### src/rtl/ringosc_freq_meter.sv
// Ring-oscillator frequency meter: counts synchronised rising edges of osc_in over a GATE_CYCLES window.
// Define RINGOSC_STUCK_DETECT_EN to flag a zero-edge window on the stuck output.
module ringosc_freq_meter #(
  parameter int GATE_CYCLES = 1000,
  parameter int CNT_W       = 16,
  parameter int SYNC_STAGES = 2
) (
  input  logic             clk,
  input  logic             rst,
  input  logic             osc_in,
  input  logic             start,
  output logic             busy,
  output logic [CNT_W-1:0] cnt_out,
  output logic             cnt_valid,
  input  logic             cnt_ready,
  output logic             overflow,
  output logic             stuck
);

  localparam int TMR_W  = (GATE_CYCLES > 2) ? $clog2(GATE_CYCLES) : 1;
  localparam int WARM_W = $clog2(SYNC_STAGES + 2);
  localparam logic [CNT_W-1:0]  CNT_MAX   = '1;
  localparam logic [TMR_W-1:0]  TMR_LAST  = TMR_W'(GATE_CYCLES - 1);
  localparam logic [WARM_W-1:0] WARM_DONE = WARM_W'(SYNC_STAGES + 1);

  typedef enum logic [1:0] {IDLE, GATE, HOLD} state_t;

  state_t                 r_state, w_state_nxt;
  logic [SYNC_STAGES-1:0] r_sync;
  logic                   r_sync_prev;
  logic [WARM_W-1:0]      r_warm;
  logic [CNT_W-1:0]       r_cnt, w_cnt_nxt, r_cnt_out;
  logic [TMR_W-1:0]       r_timer;
  logic                   r_ovf;
  logic                   w_edge, w_sat, w_last, w_start_acc, w_busy, w_valid;

  // Edge detection stays masked until the cleared chain and the previous-value flop
  // both hold real oscillator samples, so reset cannot fake a 0->1 transition.
  always_ff @(posedge clk) begin
    if (rst) begin
      r_sync      <= '0;
      r_sync_prev <= 1'b0;
      r_warm      <= '0;
    end else begin
      r_sync      <= {r_sync[SYNC_STAGES-2:0], osc_in};
      r_sync_prev <= r_sync[SYNC_STAGES-1];
      if (r_warm != WARM_DONE) r_warm <= r_warm + WARM_W'(1);
    end
  end

  assign w_edge    = r_sync[SYNC_STAGES-1] & ~r_sync_prev & (r_warm == WARM_DONE);
  assign w_sat     = (r_cnt == CNT_MAX);
  assign w_cnt_nxt = (w_edge && !w_sat) ? r_cnt + CNT_W'(1) : r_cnt;
  assign w_last    = (r_timer == TMR_LAST);

  always_comb begin
    w_state_nxt = r_state;
    w_busy      = 1'b0;
    w_valid     = 1'b0;
    w_start_acc = 1'b0;
    case (r_state)
      IDLE: begin
        if (start) begin
          w_state_nxt = GATE;
          w_start_acc = 1'b1;
        end
      end
      GATE: begin
        w_busy = 1'b1;
        if (w_last) w_state_nxt = HOLD;
      end
      HOLD: begin
        w_valid = 1'b1;
        if (cnt_ready) w_state_nxt = IDLE;
      end
      default: w_state_nxt = IDLE;
    endcase
  end

  always_ff @(posedge clk) begin
    if (rst) r_state <= IDLE;
    else     r_state <= w_state_nxt;
  end

  // The final-cycle edge is folded into the latched result via w_cnt_nxt.
  always_ff @(posedge clk) begin
    if (rst) begin
      r_cnt     <= '0;
      r_timer   <= '0;
      r_ovf     <= 1'b0;
      r_cnt_out <= '0;
    end else if (w_start_acc) begin
      r_cnt   <= '0;
      r_timer <= '0;
      r_ovf   <= 1'b0;
    end else if (r_state == GATE) begin
      r_cnt   <= w_cnt_nxt;
      r_timer <= r_timer + TMR_W'(1);
      if (w_edge && w_sat) r_ovf <= 1'b1;
      if (w_last) r_cnt_out <= w_cnt_nxt;
    end
  end

  assign busy      = w_busy;
  assign cnt_valid = w_valid;
  assign cnt_out   = r_cnt_out;
  assign overflow  = r_ovf;

`ifdef RINGOSC_STUCK_DETECT_EN
  assign stuck = w_valid && (r_cnt_out == '0);
`else
  assign stuck = 1'b0;
`endif

endmodule

### config.mk
export PLATFORM = sky130hd
export DESIGN_NAME = ringosc_freq_meter
export DESIGN_NICKNAME = d
export VERILOG_FILES = /design/src/rtl/ringosc_freq_meter.sv
export SDC_FILE = /design/constraint.sdc
export NUM_CORES = 1
export LEC_CHECK = 0
export BUFFER_PORTS_ARGS = -buffer_cell sky130_fd_sc_hd__clkbuf_2
export CORE_MARGIN = 2
export CORE_UTILIZATION = 49
export DETAILED_ROUTE_END_ITERATION = 8
export PLACE_DENSITY = 0.66
export SLEW_MARGIN = 15
export SYNTH_ARGS = -nofsm -noshare
export SYNTH_HDL_FRONTEND = slang
export SYNTH_SLANG_ARGS = --single-unit
### constraint.sdc
create_clock -name clk -period 2.35 [get_ports clk]
set_input_delay 0.705 -clock clk [delete_from_list [all_inputs] [get_ports clk]]
set_output_delay 0.705 -clock clk [all_outputs]
set_load 0.05 [all_outputs]
== After elaboration in Yosys (flattened, before gate mapping) ==
Index checks and enable logic that the tools add are counted.
Storage, ports and cells
  latch bits: 0
  input bits: 5
  memory bits (read-only): 0
  memories kept: 0
  logic and storage cells: 41
  register bits: 50
  memory bits (writable): 0
Operators by class
  $add $sub $neg: 3
  multipliers: 0
  shift operators: 0
  mux-type cells: 9
  order comparisons: 0
  div/mod/pow operators: 0
  bitwise operators: 4
  equal/unequal tests: 9
  reduce and logical (&&, ||, !) cells: 8
Operators with widths (count)
  adder 16 x 1 -> 16 bit (second input constant): 1
  == test 16 bit (second input constant): 1
  2-to-1 mux 16 bit: 1
  adder 10 x 1 -> 10 bit (second input constant): 1
  == test 10 bit (second input constant): 1
  != test 2 bit (second input constant): 4
  2-to-1 mux 2 bit: 3
  one-hot mux 2 bit (3 select lines): 1
  AND reduction 3 bit: 2
  == test 2 bit (second input constant): 2
  2-to-1 mux 1 bit: 4
  adder 2 x 1 -> 2 bit (second input constant): 1
  AND 1 bit: 2
  == test 2 x 1 -> 1 bit (second input constant): 1
  logical AND 1 bit: 2
  zero test 2 bit: 1
  inverter 1 bit: 2
  AND reduction 2 bit: 1
  OR reduction 2 bit: 1
  zero test 1 bit: 1

== Depth between registers and ports, before layout ==
  depth after elaboration: 5
  gate-level depth with buffers: 8

== Worst setup path after synthesis ==
Ideal clock, no wire load.
  path type: flip-flop to output port
  from: register r_state[1]
  to: output busy
  path buffers: 2
  arrival: 1343 ps
  required time: 1645 ps
  path slack: 302 ps
  cell stages (with the launch flop): 5
  path through: dfxtp_1 > nand2b_1 > buf_2 > clkinv_1 > buf_1
Between the ends
  word-level cells in the longest chain between the ends: 2
Ends and longest elaborated chain
  from (decl): RTL line 28  | state_t r_state, w_state_nxt;
  from (signal assigned): RTL line 82  | else r_state <= w_state_nxt;
  == test 2 x 1 -> 1 bit: RTL line 61  | case (r_state)
  2-to-1 mux 1 bit: RTL line 61
  to (decl): RTL line 12  | output logic busy,
No other way between the ends.

== Worst setup path after layout ==
  from: register r_warm[0]
  to: register r_cnt[9]
Between the ends
  word-level cells in the longest chain between the ends: 4
Ends and longest elaborated chain
  from (decl): RTL line 31  | logic [WARM_W-1:0] r_warm;
  from (signal assigned): RTL line 47  | if (r_warm != WARM_DONE) r_warm <= r_warm + WARM_W'(1);
  == test 2 bit: RTL line 51  | assign w_edge = r_sync[SYNC_STAGES-1] & ~r_sync_prev & (r_warm == WARM_DONE);
  AND 1 bit: RTL line 51
  logical AND 1 bit: RTL line 53  | assign w_cnt_nxt = (w_edge && !w_sat) ? r_cnt + CNT_W'(1) : r_cnt;
  2-to-1 mux 16 bit: RTL line 53
  to (signal assigned): RTL line 97  | r_cnt <= w_cnt_nxt;
  to (decl): RTL line 32  | logic [CNT_W-1:0] r_cnt, w_cnt_nxt, r_cnt_out;
No other way between the ends.
A chain may end at the register's enable or synchronous reset.

==> impl_results.md <==
- Status: complete, no violations
- Vias in the first global route: 1663
- Peak VDD IR: 0.3402 mV
- Final setup viols: 0
- Pre-CTS WS: 0.2596 ns
- Final Wtd Congestion: 0.8244
- Synth Instances: 270
- Static leakage: 0.9751 nW
- I/O pin total: 25
- Crit path arrival time: about 2.4 ns
- Power per cell area: 573.4 nW/µm²
- Ys async rst share: 0%
- Postcts setup bufs: 0
- Deepest clock path buffer count: 2
- Fin crit period: roughly 2.1 ns
- Chip width: 73.78 µm
- Vias per Instance: 5.229
- Worst Tran Pin Value: 0.5067 ns
- Pre-antenna DRT Iters: 4
- Number of H-tree levels: 2
- Max-cap violations: 0
- Max FO, Critical Path: 10
- PortBufs: 23
- Routed Antenna Nets: 0
- Post-synthesis sequential area ratio: 41.95%
- Clk pin slew, worst setup/hold paths: around 0.08 ns
- Largest net degree at the start of global routing: 29
- Starting Density: 50.52%
- Die Area: 5443 µm²
- CP endpoint kind: flip-flop
- Post-Synthesis Cell Area: 2386 µm²
- Post_cts resized: 0
- Core area: 4723 µm²
- Top_reg_cell synth: dfxtp_1
- Post-DR wirelength/cell: between 10 and 15 µm
- Synth area leader: dfxtp_1
- Mean Syn Cell Area: just under 9 µm²
- Unique masters post-synth: 49
- TritonCTS sink count: 50
- Synth Warn #: 0
- Tcrit/Tclk final: 90.29%
- Layout area overhead: 11.64%
- Initial antenna violation count: 0
- Synth Register Bits: 50
- Antenna Cells: 0
- Via count: between 1500 and 2000
- Hold crit path type: flip-flop to flip-flop
- Fill cells: 440
- Clock latency on the worst-skew pair: 0.30 ns
- Max Clock Freq: around 0.47 GHz
- Worst Skew: 0.01095 ns
- Clk root buf: clkbuf_8
- Overflow after GRT: 0
- HPWL Detailed: between 3000 and 4000 µm
- Post-layout nets: 298
- CTS tree: done
- Initial DRC count: 47
- Final setup TNS: 0 ns
- RSZ-0062 raised after global routing: false
- Final Core Density: 56.40%
- Synthesized Nets: ~280
- Top cell type's share of synthesized area: a little over two fifths
- Chip height: about 74 µm
- Final Slew Violations: 0
- Gr usage total: 17.62%
- Crit Path Category: flip-flop to flip-flop
- Dpl cells: 350
- Crit start category: flip-flop
- Setup ws final: 0.2282 ns
- Total wire length: 4508 µm
- Synth top area cells: dfxtp_1, xor2_1, nor2_1, xnor2_1, a211oi_1
- EDFF count, synth: 0
- Hold_buf cts: 0
- Max transition margin: 65.94%
- Share of cells above drive strength 1: between 10% and 20%
- Core Rows: 25
- First-pass GRT wire length: roughly 7500 µm
- CTS buffer count: 5
- Fin cells: 358
- DRC: 0
- Worst EP required: 2.57 ns
- Hold Fails Final Rpt: 0
[Yosys cell counts (3+ instances only)]
cell type	count
and4_1	5
clkbuf_1	6
buf_2	6
nor2b_1	4
nor3_1	6
a211oi_1	11
nand3_1	14
ha_1	3
nand4_1	8
xnor2_1	11
nor2_1	44
dfxtp_1	50
a21oi_1	11
buf_1	3
o21ai_0	5
nor4_1	4
and2_1	5
xor2_1	21
nand2_1	14
or3_1	3
a31oi_1	3
[critical path, stage by stage, from the launching register on]
cell      delay, ns
dfxtp_1        0.36
ha_1           0.24
nand3b_1       0.27
nor3_4         0.46
nand3_1        0.23
or3_1          0.35
a21oi_1        0.14
[metrics by stage]
stage,total power [W],area [µm²],hold WS [ns]
after detailed placement,0.0009645,2557,0.4285
after floorplan,0.0009428,2386,0.4138
after global placement,0.0009607,2557,0.4226
after CTS,0.001549,2664,0.4571
after global routing,0.001586,2664,0.4694
final,0.001527,2664,0.4496
[final cells by class]
class                   instances  area, µm²  share of cell area, %
multi-input cells             199       1286                  48.29
flip-flops and latches         50       1001                  37.58
repair buffers                 31      175.2                  6.576
well taps                      67      83.83                  3.147
clock buffers                   7      76.32                  2.865
clock inverters                 1      30.03                  1.127
inverters                       3      11.26                 0.4227
[placed cells by master (no fill, tap or decap), drive strengths merged, types with 6 or more instances in the layout]
master and count:
dfxtp 50, nor2 44, buf 8, nand4 11, nor3 7, nand3 14, clkbuf 30, a21oi 11
xor2 21, nor4 6, a211oi 12, xnor2 11, nand2 14
[routing by layer]
metal  track usage, %  wire length, µm  up-vias  part of all wire (%)
met2            26.69             1955       43                    43
met5                0                0        -                     0
met4            6.667               45        0                   1.0
li1                 -                -      982                     -
met3            4.115              160        4                   3.5
met1            24.24             2347      843                    52
[sequential cells by signal, indices dropped and copies added, names as in the netlist]
signal       flops
r_sync_prev      1
r_timer         10
r_sync           2
r_state          2
overflow         1
r_warm           2
cnt_out         16
r_cnt           16
[path summary, 6_finish.rpt]
check / startpoint / end / slack [ns] / cells past startpoint
worst max-delay path: r_warm[0] / r_cnt[9] / 0.23 / 6
worst min-delay path: r_sync[0] / r_sync[1] / 0.45 / 1
worst max register to register: r_warm[0] / r_cnt[9] / 0.23 / 6
worst min register to register: r_sync[0] / r_sync[1] / 0.45 / 1
[power breakdown]
part           switching, W  internal, W
registers        0.00000832     0.000859
clock network      0.000264     0.000319
logic             0.0000512    0.0000263
total              0.000323      0.00120
[logic make-up (layout without fill, tap and decap cells)]
kind of cell | after synthesis | after routing | synth area share, %
AND/OR/NAND/NOR | 123 | 123 | 28.84
flip-flops | 50 | 50 | 41.95
AO/OA/AOI/OAI | 38 | 38 | 10.75
XOR/XNOR | 32 | 32 | 11.75
buffers and inverters | 21 | 42 | 4.142
adder cells (fa/ha/maj) | 3 | 3 | 1.573
multiplexers | 2 | 2 | 0.8390
other | 1 | 1 | 0.1572
(Power assumes the default switching activity.)
